`config.mk`:
```
export PLATFORM = sky130hd
export DESIGN_NAME = lbmem_ctrl
export DESIGN_NICKNAME = d
export VERILOG_FILES = /design/src/rtl/lbmem_ctrl.sv
export SDC_FILE = /design/constraint.sdc
export NUM_CORES = 1
export LEC_CHECK = 0
export ABC_CLOCK_PERIOD_IN_PS = 3900
export BUFFER_PORTS_ARGS = -buffer_cell sky130_fd_sc_hd__buf_2
export CORE_UTILIZATION = 55
export CTS_BUF_LIST = sky130_fd_sc_hd__clkbuf_4 sky130_fd_sc_hd__clkbuf_8
export CTS_CLUSTER_DIAMETER = 50
export DETAILED_ROUTE_END_ITERATION = 6
export PLACE_DENSITY = 0.86
export RECOVER_POWER = 25
export SLEW_MARGIN = 0
export SYNTH_ARGS = -nofsm -noshare
export SYNTH_HDL_FRONTEND = slang
export SYNTH_SLANG_ARGS = --single-unit
```
`constraint.sdc`:
```
create_clock -name clk -period 3.9 [get_ports clk]
set_input_delay 0.975 -clock clk [delete_from_list [all_inputs] [get_ports clk]]
set_output_delay 0.975 -clock clk [all_outputs]
set_load 0.01 [all_outputs]
```
`src/rtl/lbmem_ctrl.sv`:
```
// Line-buffer sequencer: fills one line, then streams in lockstep so every output is
// delayed by exactly LWIDTH pixels. Optional stall statistics under LBMEM_CTRL_STATS_EN.
module lbmem_ctrl #(
  parameter int LWIDTH = 8,
  parameter int DEPTH  = 64,
  parameter int CW     = $clog2(DEPTH) + 1
) (
  input  logic          clk,
  input  logic          rst,
  input  logic          in_valid,
  output logic          in_ready,
  output logic          out_valid,
  input  logic          out_ready,
  output logic          out_eol,
  input  logic          flush,
  output logic          mem_wen,
  output logic          mem_ren,
  output logic          mem_clr,
  input  logic          mem_full,
  input  logic          mem_empty,
  output logic          busy,
  output logic          err,
  output logic [CW-1:0] occ,
  output logic [15:0]   stall_cnt
);

  localparam int            PW       = (LWIDTH > 1) ? $clog2(LWIDTH) : 1;
  localparam logic [PW-1:0] POS_LAST = PW'(LWIDTH - 1);
  localparam logic [CW-1:0] OCC_LINE = CW'(LWIDTH);
  localparam logic [CW-1:0] OCC_CAP  = CW'(DEPTH);
  localparam logic [CW-1:0] OCC_MAX  = {CW{1'b1}};

  typedef enum logic [2:0] {INIT, IDLE, FILL, STREAM, DRAIN} state_t;

  state_t        state;
  logic [CW-1:0] occ_reg;
  logic [CW-1:0] occ_next;
  logic [PW-1:0] pos_reg;
  logic [PW-1:0] pos_next;
  logic          err_reg;
  logic          flush_pend;
  logic          err_cond;

  always_comb begin
    in_ready  = 1'b0;
    out_valid = 1'b0;
    mem_wen   = 1'b0;
    mem_ren   = 1'b0;
    mem_clr   = 1'b0;
    case (state)
      INIT:   mem_clr = 1'b1;
      IDLE: begin
        in_ready = 1'b1;
        mem_wen  = in_valid;
      end
      FILL: begin
        in_ready = ~mem_full;
        mem_wen  = in_valid & ~mem_full;
      end
      STREAM: begin
        // Lockstep: the pixel written now pushes the one read out now.
        out_valid = in_valid;
        in_ready  = out_ready;
        mem_wen   = in_valid & out_ready;
        mem_ren   = in_valid & out_ready;
      end
      DRAIN: begin
        out_valid = (occ_reg != '0);
        mem_ren   = (occ_reg != '0) & out_ready;
      end
      default: ;
    endcase
  end

  always_comb begin
    occ_next = occ_reg;
    if (mem_wen && !mem_ren && occ_reg != OCC_MAX)
      occ_next = occ_reg + CW'(1);
    else if (mem_ren && !mem_wen && occ_reg != '0)
      occ_next = occ_reg - CW'(1);
  end

  assign pos_next = (pos_reg == POS_LAST) ? '0 : pos_reg + PW'(1);
  assign err_cond = (mem_full && occ_reg < OCC_CAP) ||
                    (mem_empty && occ_reg != '0 && mem_ren) ||
                    (mem_wen && mem_full && !mem_ren);

  assign out_eol = out_valid & (pos_reg == POS_LAST);
  assign busy    = (state != IDLE) & ~rst;
  assign err     = err_reg;
  assign occ     = occ_reg;

  always_ff @(posedge clk or posedge rst) begin
    if (rst) begin
      state      <= INIT;
      occ_reg    <= '0;
      pos_reg    <= '0;
      err_reg    <= 1'b0;
      flush_pend <= 1'b0;
    end else begin
      occ_reg <= occ_next;
      err_reg <= err_reg | err_cond;
      if (mem_ren)
        pos_reg <= pos_next;
      case (state)
        INIT: begin
          flush_pend <= 1'b0;
          state      <= IDLE;
        end
        IDLE: begin
          flush_pend <= 1'b0;
          if (mem_wen)
            state <= (LWIDTH == 1) ? STREAM : FILL;
        end
        FILL: begin
          if (flush_pend) begin
            flush_pend <= 1'b0;
            state      <= DRAIN;
          end else begin
            flush_pend <= flush;
            if (occ_next == OCC_LINE)
              state <= STREAM;
          end
        end
        STREAM: begin
          if (flush_pend) begin
            flush_pend <= 1'b0;
            state      <= DRAIN;
          end else begin
            flush_pend <= flush;
          end
        end
        DRAIN: begin
          flush_pend <= 1'b0;
          if (occ_next == '0) begin
            state   <= IDLE;
            pos_reg <= '0;
          end
        end
        default: state <= INIT;
      endcase
    end
  end

`ifdef LBMEM_CTRL_STATS_EN
  logic [15:0] stall_reg;

  // Counts cycles where a pixel was offered in STREAM but the consumer held off.
  always_ff @(posedge clk or posedge rst) begin
    if (rst)
      stall_reg <= '0;
    else if (state == STREAM && in_valid && !out_ready && stall_reg != 16'hFFFF)
      stall_reg <= stall_reg + 16'd1;
  end

  assign stall_cnt = stall_reg;
`else
  assign stall_cnt = 16'd0;
`endif

endmodule

```
==> impl_metrics.ini <==
[drt]
via_per_inst = 5.483
drt_iter0_drc = 45
wl_um = 2407
wl_per_cell_um = 13.68
ant_nets = 0
drc = 0
num_vias = 965
drtPass1Iterations = 4

[global_routing]
grt_overflow_total = 0
grt_pass1_vias = 824
grt_use_total_pct = 21.58
grt_max_degree = 16
grt_pass1_wl_um = 3470
antenna_found_initial = 0

[power_and_ir_drop]
p_switching_mw = 0.4590
cellPowerDensity_nw_per_um2 = 749.7
combPwrFrac_pct = 54.0
vdd_drop_max_v = 0.0003742
power.leakage_nw = 0.6328
swShare_pct = 48.99
report.power.total_mw = 0.9370
clkPwrFrac_pct = 9.8
seqPwrFrac_pct = 36.2
power.internal_mw = 0.4780

[worst_setup_path]
crit_family = compound AO/OA/AOI/OAI gates
path_buf_inv = 3
path_cells = inv_1 -> ha_1 -> or3b_1 -> o21a_1 -> o21ai_4 -> inv_1 -> buf_2
timing.critical_path.mode_cell = inv_1
critPathMaxFanout = 10
max_stage_delay_ns = 0.48
arrival_ns = 2.33
cp_data_required_time_ns = 2.92
end_kind = primary output
crit_slowest_cell = dfrtp_1
criticalPathCategory = flop to primary output
startpoint_type = flop

[timing]
max_slew_margin_pct = 62.05
skew_ns = 0.005504
rsz0062_at_grt = no
fmax_ghz = 0.3025
period_needed_ns = 3.306
worst_pin_slew_ns = 0.5686
finalCritPeriodShare_pct = 84.77
setup_viol = 0
finalHoldViolations = 0
drv_slew = 0
fin_tns_setup_ns = 0

[cells_and_area]
finalNetCount = 161
largest_reg_flops = 7
diodes = 0
drive_gt1_share_pct = 24.16
area_delta_synth_final_pct = 6.959

[floorplan]
die_width_um = 48.10
start_util_pct = 58.96
rows = 16
io_pins = 38
core_um2 = 1982
fp.dieH_um = 48.10
design.die.area_um2 = 2313

[cts]
clock_latency_ns = 0.29
cts_htree_levels = 1
cts_max_path_buffers = 2
root_buffer = clkbuf_4
cts_tree = done
post-cts-setup-buffers = 0
cts_hold_buf = 0
cts_buffers = 3
cts_resized = 0
clock_sinks = 15
cts.reportedPaths.clkPinSlew_ns = 0.09

[synthesis]
ys_top_cells_by_count = buf_4, dfrtp_1, inv_1
synthTopCellsByArea = dfrtp_1, buf_4, ha_1, inv_1, nand3_1
synth_top_area_share_pct = 32.12
yosys_warnings = 0
syn-cell-area_um2 = 1169
synth_edf_count = 0
synth_ff_type = dfrtp_1
postSynthAreaPerCell_um2 = 9.202
ys_ff_latch = 15
synthDistinctLibCells = 48
yosys.cell_count.top_type = buf_4
synth_top_area_cell = dfrtp_1
synth_seq_area_share_pct = 32.12
async_flop_share_pct = 100.0
netlist_instances = 127

[place]
dp_hpwl_um = 1866
place_congestion = 0.8700
io_buffers = 21

[outcome]
outcome = finished clean

[hold_path]
min_path_type = flop to flop

[run]
maxCapViolCount = 0
[kinds of logic after synthesis]
logic type                 after synthesis  synth area share, %
and+or+nand+nor                         41                22.48
adders and majority gates                4                4.283
DFF                                     15                32.12
xor gates and xnor gates                 5                3.747
muxes                                    2                1.713
buffers and inverters                   30                15.74
AOI/OAI and AO/OA                       29                19.59
other                                    1               0.3209
[final timing paths]
check / slack, ns / to / from / cells past startpoint
min reg2reg: 0.48 / err / err / 1
min: 0.48 / err / err / 1
max: 0.59 / mem_ren / occ[1] / 7
max reg2reg: 0.92 / pos_reg[1] / occ[1] / 10
max in group asynchronous: 2.81 / occ[4] / rst / 2
min in group asynchronous: 0.71 / err / rst / 2
[layer usage]
layer  track usage (%)  vias to the layer above  wire length [µm]
met4             11.11                        0                46
met3             4.074                        7                92
met2             33.51                       35              1205
met5                 0                        -                 0
li1                  -                      474                 -
met1             28.64                      449              1062
[layout by cell type (no fill, tap or decap), drive strengths merged, types with 4 or more instances in the layout]
cell,n
a21oi,4
buf,19
clkbuf,5
conb,16
dfrtp,15
ha,4
inv,12
nand2,10
nand3,8
nor2,4
o21ai,8
xnor2,4
[metrics by stage]
| step | hold slack (ns) | area (µm²) | setup slack (ns) | utilization (%) | instances |
|---|---|---|---|---|---|
| 6_report | 0.4761 | 1250 | 0.5941 | 63.07 | 176 |
| 2_1_floorplan | 0.4993 | 1225 | 1.099 | - | 142 |
| 4_1_cts | 0.4727 | 1252 | 0.6270 | 63.19 | 176 |
| 3_3_place_gp | 0.4409 | 1225 | 0.9649 | 61.81 | 172 |
| 5_1_grt | 0.4996 | 1250 | 0.4846 | 63.07 | 176 |
| 3_5_place_dp | 0.4519 | 1225 | 0.9428 | 61.81 | 172 |
[cell type report]
type                       instances  area [µm²]
clock buffer                       3       22.52
tap                               27       33.78
clock inverter                     1       5.005
fill                             177       732.0
timing repair buffer              21       102.6
multi-input combinational         97       665.6
sequential                        15       375.4
inverter                          12       45.04
[power by group through the flow]
| stage | combinational (mW) | sequential (mW) | clock [mW] |
|---|---|---|---|
| after floorplan | 0.389 | 0.320 | 0 |
| after global placement | 0.480 | 0.334 | 0 |
| after detailed placement | 0.500 | 0.340 | 0 |
| after CTS | 0.503 | 0.336 | 0.0917 |
| after global routing | 0.556 | 0.352 | 0.102 |
| final | 0.506 | 0.339 | 0.0917 |
No activity file was read; power rests on OpenSTA's default activity.
